File: src/rtl/rvsteel_spi_target_if.sv
// rvsteel_spi_target_if: system IO bus bundle for the SPI target register block
// master drives address/strobes/write data; slave returns read data and acknowledges
interface rvsteel_spi_target_if;
    logic [4:0]  rw_address;
    logic [31:0] read_data;
    logic        read_request;
    logic        read_response;
    logic [7:0]  write_data;
    logic [3:0]  write_strobe;
    logic        write_request;
    logic        write_response;
    modport master (
        output rw_address, read_request, write_data, write_strobe, write_request,
        input  read_data, read_response, write_response
    );
    modport slave (
        input  rw_address, read_request, write_data, write_strobe, write_request,
        output read_data, read_response, write_response
    );
endinterface

File: src/rtl/rvsteel_spi_target.sv
// rvsteel_spi_target: SPI target with memory-mapped CPOL/CPHA/TXDATA/RXDATA/STATUS registers
// ports: clock, reset (sync, active-high); bus (IO bus slave); sclk/pico/cs async SPI inputs; poci SPI output
module rvsteel_spi_target (
    input  logic                       clock,
    input  logic                       reset,
    rvsteel_spi_target_if.slave        bus,
    input  logic                       sclk,
    input  logic                       pico,
    input  logic                       cs,
    output logic                       poci
);
    logic [2:0] sclk_s, pico_s, cs_s;
    logic       cpol, cpha, tx_full, rx_valid, overrun;
    logic [7:0] tx_buf, rx_data, rx_shift, tx_shift;
    logic [2:0] bit_count;
    logic       selected, cs_fall, cs_rise, sclk_edge, leading, trailing, sample, shift;
    logic       wr, wr_tx, rx_read, complete, load;
    logic [7:0] rx_next;
    logic [31:0] rd_mux;
    always_comb begin
        selected  = ~cs_s[1];
        cs_fall   = cs_s[2] & ~cs_s[1];
        cs_rise   = ~cs_s[2] & cs_s[1];
        sclk_edge = selected & (sclk_s[2] ^ sclk_s[1]);
        leading   = sclk_edge & (sclk_s[1] != cpol);
        trailing  = sclk_edge & (sclk_s[1] == cpol);
        sample    = cpha ? trailing : leading;
        shift     = cpha ? leading : trailing;
        wr        = bus.write_request & (&bus.write_strobe);
        wr_tx     = wr & (bus.rw_address == 5'h08);
        rx_read   = bus.read_request & (bus.rw_address == 5'h0c);
        complete  = sample & (bit_count == 3'd7);
        // CPHA=0 has no shift edge before the first bit, so the first byte loads at cs fall
        load      = (cs_fall & ~cpha) | (shift & (bit_count == 3'd0));
        // pico_s[2] is the pin level just before the detected sclk edge
        rx_next   = {rx_shift[6:0], pico_s[2]};
        rd_mux    = bus.rw_address == 5'h00 ? {31'b0, cpol} :
                    bus.rw_address == 5'h04 ? {31'b0, cpha} :
                    bus.rw_address == 5'h08 ? {24'b0, tx_buf} :
                    bus.rw_address == 5'h0c ? {24'b0, rx_data} :
                    bus.rw_address == 5'h10 ? {28'b0, selected, overrun, tx_full, rx_valid} :
                    32'hdeadbeef;
    end
    always_ff @(posedge clock) begin
        if (reset) begin
            sclk_s             <= 3'b000;
            pico_s             <= 3'b000;
            cs_s               <= 3'b111;
            bus.read_response  <= 1'b0;
            bus.write_response <= 1'b0;
            bus.read_data      <= 32'hdeadbeef;
            cpol               <= 1'b0;
            cpha               <= 1'b0;
            tx_buf             <= 8'h00;
            tx_full            <= 1'b0;
            rx_data            <= 8'h00;
            rx_valid           <= 1'b0;
            overrun            <= 1'b0;
            rx_shift           <= 8'h00;
            tx_shift           <= 8'hff;
            bit_count          <= 3'd0;
            poci               <= 1'b1;
        end else begin
            sclk_s             <= {sclk_s[1:0], sclk};
            pico_s             <= {pico_s[1:0], pico};
            cs_s               <= {cs_s[1:0], cs};
            bus.read_response  <= bus.read_request;
            bus.write_response <= bus.write_request;
            bus.read_data      <= bus.read_request ? rd_mux : 32'hdeadbeef;
            if (wr & (bus.rw_address == 5'h00) & ~selected)
                cpol <= bus.write_data[0];
            if (wr & (bus.rw_address == 5'h04) & ~selected)
                cpha <= bus.write_data[0];
            if (wr_tx)
                tx_buf <= bus.write_data;
            tx_full  <= wr_tx | (tx_full & ~load);
            rx_valid <= complete | (rx_valid & ~rx_read);
            overrun  <= (complete & rx_valid & ~rx_read) |
                        (overrun & ~(wr & (bus.rw_address == 5'h10) & bus.write_data[2]));
            if (complete)
                rx_data <= rx_next;
            if (cs_fall | cs_rise) begin
                bit_count <= 3'd0;
                rx_shift  <= 8'h00;
            end else if (sample) begin
                bit_count <= bit_count + 3'd1;
                rx_shift  <= rx_next;
            end
            if (cs_rise)
                tx_shift <= 8'hff;
            else if (load)
                tx_shift <= tx_full ? tx_buf : 8'hff;
            else if (shift)
                tx_shift <= {tx_shift[6:0], 1'b1};
            poci <= selected ? tx_shift[7] : 1'b1;
        end
    end
endmodule
File: src/flat_wrapper.sv
// flat-port wrapper written by rule: the top's interface ports become plain ports
module rvsteel_spi_target_flat 
  (clock, reset, sclk, pico, cs, poci, bus_rw_address, bus_read_request, bus_write_data, bus_write_strobe, bus_write_request, bus_read_data, bus_read_response, bus_write_response);
  rvsteel_spi_target_if bus_i ();
  input  logic clock;
  input  logic reset;
  input  logic sclk;
  input  logic pico;
  input  logic cs;
  output logic poci;
  input wire logic [$bits(bus_i.rw_address)-1:0] bus_rw_address;
  input wire logic [$bits(bus_i.read_request)-1:0] bus_read_request;
  input wire logic [$bits(bus_i.write_data)-1:0] bus_write_data;
  input wire logic [$bits(bus_i.write_strobe)-1:0] bus_write_strobe;
  input wire logic [$bits(bus_i.write_request)-1:0] bus_write_request;
  output wire logic [$bits(bus_i.read_data)-1:0] bus_read_data;
  output wire logic [$bits(bus_i.read_response)-1:0] bus_read_response;
  output wire logic [$bits(bus_i.write_response)-1:0] bus_write_response;
  assign bus_i.rw_address = bus_rw_address;
  assign bus_i.read_request = bus_read_request;
  assign bus_i.write_data = bus_write_data;
  assign bus_i.write_strobe = bus_write_strobe;
  assign bus_i.write_request = bus_write_request;
  assign bus_read_data = bus_i.read_data;
  assign bus_read_response = bus_i.read_response;
  assign bus_write_response = bus_i.write_response;
  rvsteel_spi_target u_core (.clock(clock), .reset(reset), .bus(bus_i), .sclk(sclk), .pico(pico), .cs(cs), .poci(poci));
endmodule
File: config.mk
export PLATFORM = sky130hd
export DESIGN_NAME = rvsteel_spi_target_flat
export DESIGN_NICKNAME = d
export VERILOG_FILES = /design/src/rtl/rvsteel_spi_target_if.sv /design/src/rtl/rvsteel_spi_target.sv /design/src/flat_wrapper.sv
export SDC_FILE = /design/constraint.sdc
export NUM_CORES = 1
export LEC_CHECK = 0
export BUFFER_PORTS_ARGS = -buffer_cell sky130_fd_sc_hd__buf_2
export CORE_ASPECT_RATIO = 0.5
export CORE_MARGIN = 1
export CORE_UTILIZATION = 30
export DETAILED_ROUTE_END_ITERATION = 8
export PLACE_DENSITY_LB_ADDON = 0.12
export SYNTH_ARGS = -nofsm -noshare
export SYNTH_HDL_FRONTEND = slang
export SYNTH_SLANG_ARGS = --single-unit
File: constraint.sdc
create_clock -name clock -period 1.8 [get_ports clock]
set_clock_uncertainty 0.2 [all_clocks]
set_input_delay 0.36 -clock clock [delete_from_list [all_inputs] [get_ports clock]]
set_output_delay 0.36 -clock clock [all_outputs]
set_load 0.02 [all_outputs]
======== Yosys cells after proc, flatten, opt, wreduce, memory -nomap -nowiden ========
Index checks and enable logic that the tools add are counted.
word-level totals
  register bits after elaboration ......... 83
  input port bits ......................... 24
  output and inout port bits .............. 35
  logic and storage cells ................. 82
operators by class
  add/subtract/negate cells ............... 1
  equality and inequality tests ........... 7
  multiplexer cells ....................... 10
  bitwise logic cells ..................... 35
  reductions and logical operators ........ 10
operators by type and width
  cell                   count
  $mux W32               5
  $mux W8                3
  $and A1 B1 Y1          22
  $eq A5 B4 Y1 const B   2
  $reduce_or A2 Y1       4
  $not A1 Y1             7
  $reduce_or A6 Y1       1
  $eq A5 B3 Y1 const B   1
  $eq A5 B5 Y1 const B   1
  $logic_not A5 Y1       1
  $or A1 B1 Y1           5
  $reduce_and A4 Y1      1
  $reduce_or A4 Y1       1
  $add A3 B1 Y3 const B  1
  $eq A3 B3 Y1 const B   1
  $logic_not A3 Y1       1
  $mux W1                2
  $reduce_bool A2 Y1     1
  $eq A1 B1 Y1           1
  $ne A1 B1 Y1           1
  $xor A1 B1 Y1          1

======== Longest topological paths before layout ========
  word-level depth ........................ 9
  depth in mapped cells ................... 8
  mapped depth without buffers ............ 6

======== Worst setup path after synthesis ========
Ideal clock, no wire load.
  path kind ............................... register to register
  start ................................... register u_core.cs_s[1]
  end ..................................... register u_core.tx_shift[1]
  arrival time ............................ 1.553 ns
  data required time ...................... 1.472 ns
  setup slack ............................. -0.080 ns
  stages on the path, launching flop included .. 9
  path buffers ............................ 3
  period minus slack after synthesis ...... 1.880 ns
  cells stage by stage .................... dfxtp_1 -> buf_2 -> inv_1 -> ha_1 -> nand2b_1 -> buf_2 -> buf_1 -> nand2_2 -> mux2i_1
between the ends
  cells in the longest elaborated chain, start to end .. 7
  elaborated cells on any way between the ends .. 13
  those cells by class .................... mux: 2; bitwise: 9; reduce/logical: 2
RTL lines
  what                                                  line                                                RTL
  from (decl)                                           rvsteel_spi_target.sv:12                            logic [2:0] sclk_s, pico_s, cs_s;
  from (signal assigned)                                rvsteel_spi_target.sv:66                            cs_s <= {cs_s[1:0], cs};
  $not A1 Y1                                            rvsteel_spi_target.sv:21, rvsteel_spi_target.sv:22
  $and A1 B1 Y1                                         rvsteel_spi_target.sv:24                            sclk_edge = selected & (sclk_s[2] ^ sclk_s[1]);
  $and A1 B1 Y1 (on tied branches)                      rvsteel_spi_target.sv:26, rvsteel_spi_target.sv:25
  $mux W1                                               rvsteel_spi_target.sv:28                            shift = cpha ? leading : trailing;
  $and A1 B1 Y1                                         rvsteel_spi_target.sv:34                            load = (cs_fall & ~cpha) | (shift & (bit_count == 3'd0));
  $or A1 B1 Y1                                          rvsteel_spi_target.sv:34
  $mux W8 / $reduce_bool A2 Y1 (equally long branches)  -
  to (signal assigned)                                  rvsteel_spi_target.sv:92                            tx_shift <= tx_full ? tx_buf : 8'hff;
  to (signal assigned)                                  rvsteel_spi_target.sv:94                            tx_shift <= {tx_shift[6:0], 1'b1};
  to (decl)                                             rvsteel_spi_target.sv:14                            logic [7:0] tx_buf, rx_data, rx_shift, tx_shift;
Parallel ways exist; a longest one is shown, timed or not.
A chain may end at the register's enable or synchronous reset.

======== Worst setup path in the final report ========
  start ................................... register u_core.bit_count[0]
  end ..................................... register u_core.rx_data[3]
between the ends
  cells in the longest elaborated chain, start to end .. 2
RTL lines
  what                    line                      RTL
  from (decl)             rvsteel_spi_target.sv:15  logic [2:0] bit_count;
  from (signal assigned)  rvsteel_spi_target.sv:86  bit_count <= bit_count + 3'd1;
  $eq A3 B3 Y1            rvsteel_spi_target.sv:32  complete = sample & (bit_count == 3'd7);
  $and A1 B1 Y1           rvsteel_spi_target.sv:32
  to (signal assigned)    rvsteel_spi_target.sv:81  rx_data <= rx_next;
  to (decl)               rvsteel_spi_target.sv:14
Every way passes these cells.

==> impl_metrics.prom <==
# TYPE chip_impl_metric gauge
chip_impl_metric{name="global_route_wire_length_before_repair",unit="mm"} 10.3
chip_impl_metric{name="synth_enable_flop_cells",unit=""} 0
chip_impl_metric{name="clock-sinks",unit=""} 60
chip_impl_metric{name="syn_avg_cell_area",unit="sq um"} 9.66
chip_impl_metric{name="start_util",unit="%"} 31.3
chip_impl_metric{name="fin_worst_hold_slack",unit="ps"} 22.0
chip_impl_metric{name="yosysUniqueCellTypes",unit=""} 46
chip_impl_metric{name="finalCoreUtilization",unit="%"} 40.4
chip_impl_metric{name="drt_drc_violations_left",unit=""} 0
chip_impl_metric{name="worst_ir_drop_vdd",unit="V"} 0.000385
chip_impl_metric{name="crit_fanout",unit=""} 8
chip_impl_info{name="crit_path_start_kind",value="flop"} 1
chip_impl_metric{name="cell_area_after_layout",unit="sq um"} 3550
chip_impl_metric{name="post_cts_hold_buffer_count",unit=""} 0
chip_impl_info{name="timing.critical_path.slowest_stage_cell",value="sky130_fd_sc_hd__dfxtp_2"} 1
chip_impl_info{name="most_common_cell_after_layout_fill_and_taps_aside",value="sky130_fd_sc_hd__dfxtp_1"} 1
chip_impl_metric{name="postRouteWirelength",unit="mm"} 6.29
chip_impl_metric{name="cts-buffers-inserted",unit=""} 9
chip_impl_metric{name="async_reset_ff_share",unit="%"} 0
chip_impl_info{name="highest_count_cells_in_the_layout_ignoring_fill_and_taps",value="56 x sky130_fd_sc_hd__dfxtp_1, 51 x sky130_fd_sc_hd__buf_2, 40 x sky130_fd_sc_hd__mux2i_1"} 1
chip_impl_metric{name="pins_over_slew_limit",unit=""} 0
chip_impl_metric{name="detail_route.vias_per_cell",unit=""} 4.54
chip_impl_metric{name="leakagePower",unit="nW"} 1.54
chip_impl_metric{name="cp_data_required_time",unit="ps"} 1820
chip_impl_metric{name="grt_max_degree",unit=""} 23
chip_impl_metric{name="first_pass_iters",unit=""} 4
chip_impl_info{name="clock_tree.root_cell",value="sky130_fd_sc_hd__clkbuf_16"} 1
chip_impl_metric{name="worst_slack",unit="ps"} -74.8
chip_impl_metric{name="n_antenna_cell",unit=""} 0
chip_impl_metric{name="total_area_of_sequential_cells",unit="sq um"} 1210
chip_impl_info{name="tritoncts",value="yes"} 1
chip_impl_metric{name="drt_iter0_drc",unit=""} 109
chip_impl_metric{name="period_share",unit="%"} 104
chip_impl_metric{name="placement.io_buffers",unit=""} 51
chip_impl_info{name="run_status",value="finished with violations"} 1
chip_impl_metric{name="total_gr_overflow",unit=""} 0
chip_impl_metric{name="post_synth_instance_area",unit="sq um"} 2750
chip_impl_info{name="hold_path_startpoint",value="cs"} 1
chip_impl_metric{name="die_width",unit="microns"} 137
chip_impl_metric{name="fillCellCount",unit=""} 849
chip_impl_info{name="grt_setup_unrepaired",value="yes"} 1
chip_impl_metric{name="post_dp_cell_area",unit="sq um"} 3190
chip_impl_metric{name="cap_viol_max_count",unit=""} 0
chip_impl_info{name="hold_class",value="in2reg"} 1
chip_impl_metric{name="drive_above_1_share",unit="%"} 34.5
chip_impl_metric{name="post_syn_instances",unit=""} 285
chip_impl_metric{name="ant_nets",unit=""} 0
chip_impl_info{name="endpoint_kind",value="flop"} 1
chip_impl_metric{name="ys_seq_elements",unit=""} 60
chip_impl_metric{name="antenna_found_initial",unit=""} 0
chip_impl_metric{name="floorplan.die.height",unit="microns"} 69.8
chip_impl_metric{name="cts.reportedPaths.clkPinSlew",unit="ps"} 50
chip_impl_metric{name="setup.reg_to_reg.worst_slack",unit="ps"} -70
chip_impl_metric{name="gp_congestion",unit=""} 0.793
chip_impl_metric{name="dr_total_vias",unit=""} 2112
chip_impl_info{name="timing.critical_path.cells",value="ha_2 > ha_2 > and4bb_2 > mux2i_4 > buf_12 > mux2i_1 > nor2_1"} 1
chip_impl_info{name="synth_ff_type",value="sky130_fd_sc_hd__dfxtp_1"} 1
chip_impl_metric{name="maxClockFrequency",unit="GHz"} 0.533
chip_impl_info{name="cell_repeated_most_along_the_worst_path",value="sky130_fd_sc_hd__ha_2"} 1
chip_impl_metric{name="worstRegToRegCells",unit=""} 7
chip_impl_metric{name="synthesis.yosys.warnings",unit=""} 0
chip_impl_metric{name="floorplan.rows",unit=""} 24
chip_impl_metric{name="hold-path-cell-count",unit=""} 2
chip_impl_info{name="critical_path_class",value="reg2reg"} 1
chip_impl_metric{name="globalRouteTotalUtil",unit="%"} 14.4
chip_impl_metric{name="routed_wire_length_per_instance",unit="microns"} 13.5
chip_impl_metric{name="power_density",unit="nW/um^2"} 864
chip_impl_info{name="holdPathEnd",value="u_core.cs_s[0]"} 1
chip_impl_metric{name="cp.arrival",unit="ps"} 1890
chip_impl_metric{name="core-area",unit="sq um"} 8800
chip_impl_metric{name="multi_input_logic_area",unit="sq um"} 1350
chip_impl_metric{name="report.final.hold_viol_count",unit=""} 0
chip_impl_metric{name="cts_buffer_depth",unit=""} 2
chip_impl_metric{name="dp_hpwl",unit="mm"} 4.73
chip_impl_metric{name="io_pins",unit=""} 59
chip_impl_metric{name="grt_pass1_vias",unit=""} 2051
chip_impl_info{name="critical_path.reg2reg.endpoint",value="u_core.rx_data[3]"} 1
chip_impl_metric{name="final.setup.tns",unit="ps"} -335
chip_impl_metric{name="clkLatencyLatePin",unit="ps"} 330
chip_impl_metric{name="syn2layout_area_growth",unit="%"} 29.0
chip_impl_info{name="timing.rr.start",value="u_core.bit_count[0]"} 1
chip_impl_metric{name="report.final.setup_viol",unit=""} 8
chip_impl_metric{name="die_footprint",unit="sq um"} 9590
chip_impl_info{name="failing_checks",value="setup timing"} 1
chip_impl_metric{name="ys_seq_area_share",unit="%"} 43.6
chip_impl_metric{name="cts_max_level",unit=""} 3
chip_impl_metric{name="layout.nets",unit=""} 374
chip_impl_metric{name="period_needed",unit="ps"} 1870
chip_impl_metric{name="critical-path-max-stage-delay",unit="ps"} 310
chip_impl_metric{name="placement.setup.worst_slack",unit="ps"} -56.5
state kept, by name, summed over array words and instances, names as in the netlist, 3 cells and up:
register              count
u_core.rx_shift           7
u_core.sclk_s             3
u_core.bus.read_data      9
u_core.pico_s             3
u_core.tx_buf             8
u_core.rx_data            8
u_core.bit_count          3
u_core.cs_s               3
u_core.tx_shift           8
metrics by stage:
step	power [mW]	cells
finish	3.07	465
CTS	3.10	464
floorplan	1.51	291
global route	3.19	465
global placement	1.58	448
detailed placement	1.58	448
cell type report:
type,instances,area share (%)
multi-input cells,183,37.9
flip-flops and latches,60,34.0
repair buffers,82,15.6
clock buffers,11,6.83
well taps,117,4.12
inverters,9,1.09
clock inverters,3,0.423
power breakdown:
| group | internal, mW | leakage [nW] | total (mW) | switching, mW |
|---|---|---|---|---|
| Clock | 0.943 | 0.131 | 1.51 | 0.566 |
| Sequential | 1.35 | 0.489 | 1.35 | 0.00717 |
| Combinational | 0.0838 | 0.918 | 0.206 | 0.122 |
Yosys cell counts, types with 4 or more instances:
library cell,instances,area [sq um]
sky130_fd_sc_hd__nor3b_1,7,52.6
sky130_fd_sc_hd__dfxtp_1,60,1200
sky130_fd_sc_hd__ha_1,5,62.6
sky130_fd_sc_hd__clkbuf_1,10,37.5
sky130_fd_sc_hd__mux2i_1,40,400
sky130_fd_sc_hd__or2_2,4,25.0
sky130_fd_sc_hd__nor2b_1,9,56.3
sky130_fd_sc_hd__o21ai_0,10,50.1
sky130_fd_sc_hd__a2bb2oi_1,7,61.3
sky130_fd_sc_hd__buf_4,23,173
sky130_fd_sc_hd__a21oi_1,5,25.0
sky130_fd_sc_hd__nor2_1,30,113
sky130_fd_sc_hd__inv_1,8,30.0
sky130_fd_sc_hd__nand2_1,15,56.3
sky130_fd_sc_hd__buf_2,4,20.0
sky130_fd_sc_hd__a311oi_1,7,61.3
cells by family (layout without fill, tap and decap cells):
| family | Yosys count | after routing | share of synthesized area (%) |
|---|---|---|---|
| mux | 42 | 42 | 15.8 |
| buf+inv | 48 | 105 | 10.1 |
| flops | 60 | 60 | 43.6 |
| other cells | 1 | 7 | 0.136 |
| compound gates | 39 | 39 | 10.3 |
| simple gates | 89 | 89 | 17.2 |
| xor+xnor | 1 | 1 | 0.591 |
| fa+ha+maj | 5 | 5 | 2.27 |
layer usage:
layer / up-vias / GRT usage [%] / share of wire [%]
li1: 1083 / - / -
met4: 0 / 6.23 / 1.7
met5: - / 0 / 0
met1: 990 / 18.5 / 50
met2: 29 / 21.8 / 45
met3: 10 / 4.61 / 3.3
worst max-delay path: cells and delay by family, from the launching register on:
kind / cells / cell delay [ps]
simple gates: 2 / 310
buf+inv: 1 / 170
mux: 2 / 420
fa+ha+maj: 2 / 340
flops: 1 / 310
worst max-delay path by stage:
stage | endpoint | cells past startpoint | start | slack (ps)
finish | u_core.rx_data[3] | 7 | u_core.bit_count[0] | -70
global placement | u_core.bus.read_data[0] | 4 | bus_rw_address[4] | 10
floorplan | u_core.rx_shift[5] | 7 | u_core.cs_s[1] | 0.6
CTS | u_core.rx_data[3] | 7 | u_core.bit_count[0] | -70
detailed placement | u_core.rx_data[3] | 7 | u_core.bit_count[0] | -60
global route | u_core.rx_data[3] | 7 | u_core.bit_count[0] | -130
timing repair:
action / 4_1_cts / 5_1_grt
endpoints found under the setup margin: 10 / 22
pin swaps: 3 / 4
endpoints found under the hold margin: 0 / 0
gates resized for setup: 4 / 12
setup buffers: 2 / 1
cloned: 0 / 1
No activity file was read; power rests on OpenSTA's default activity.
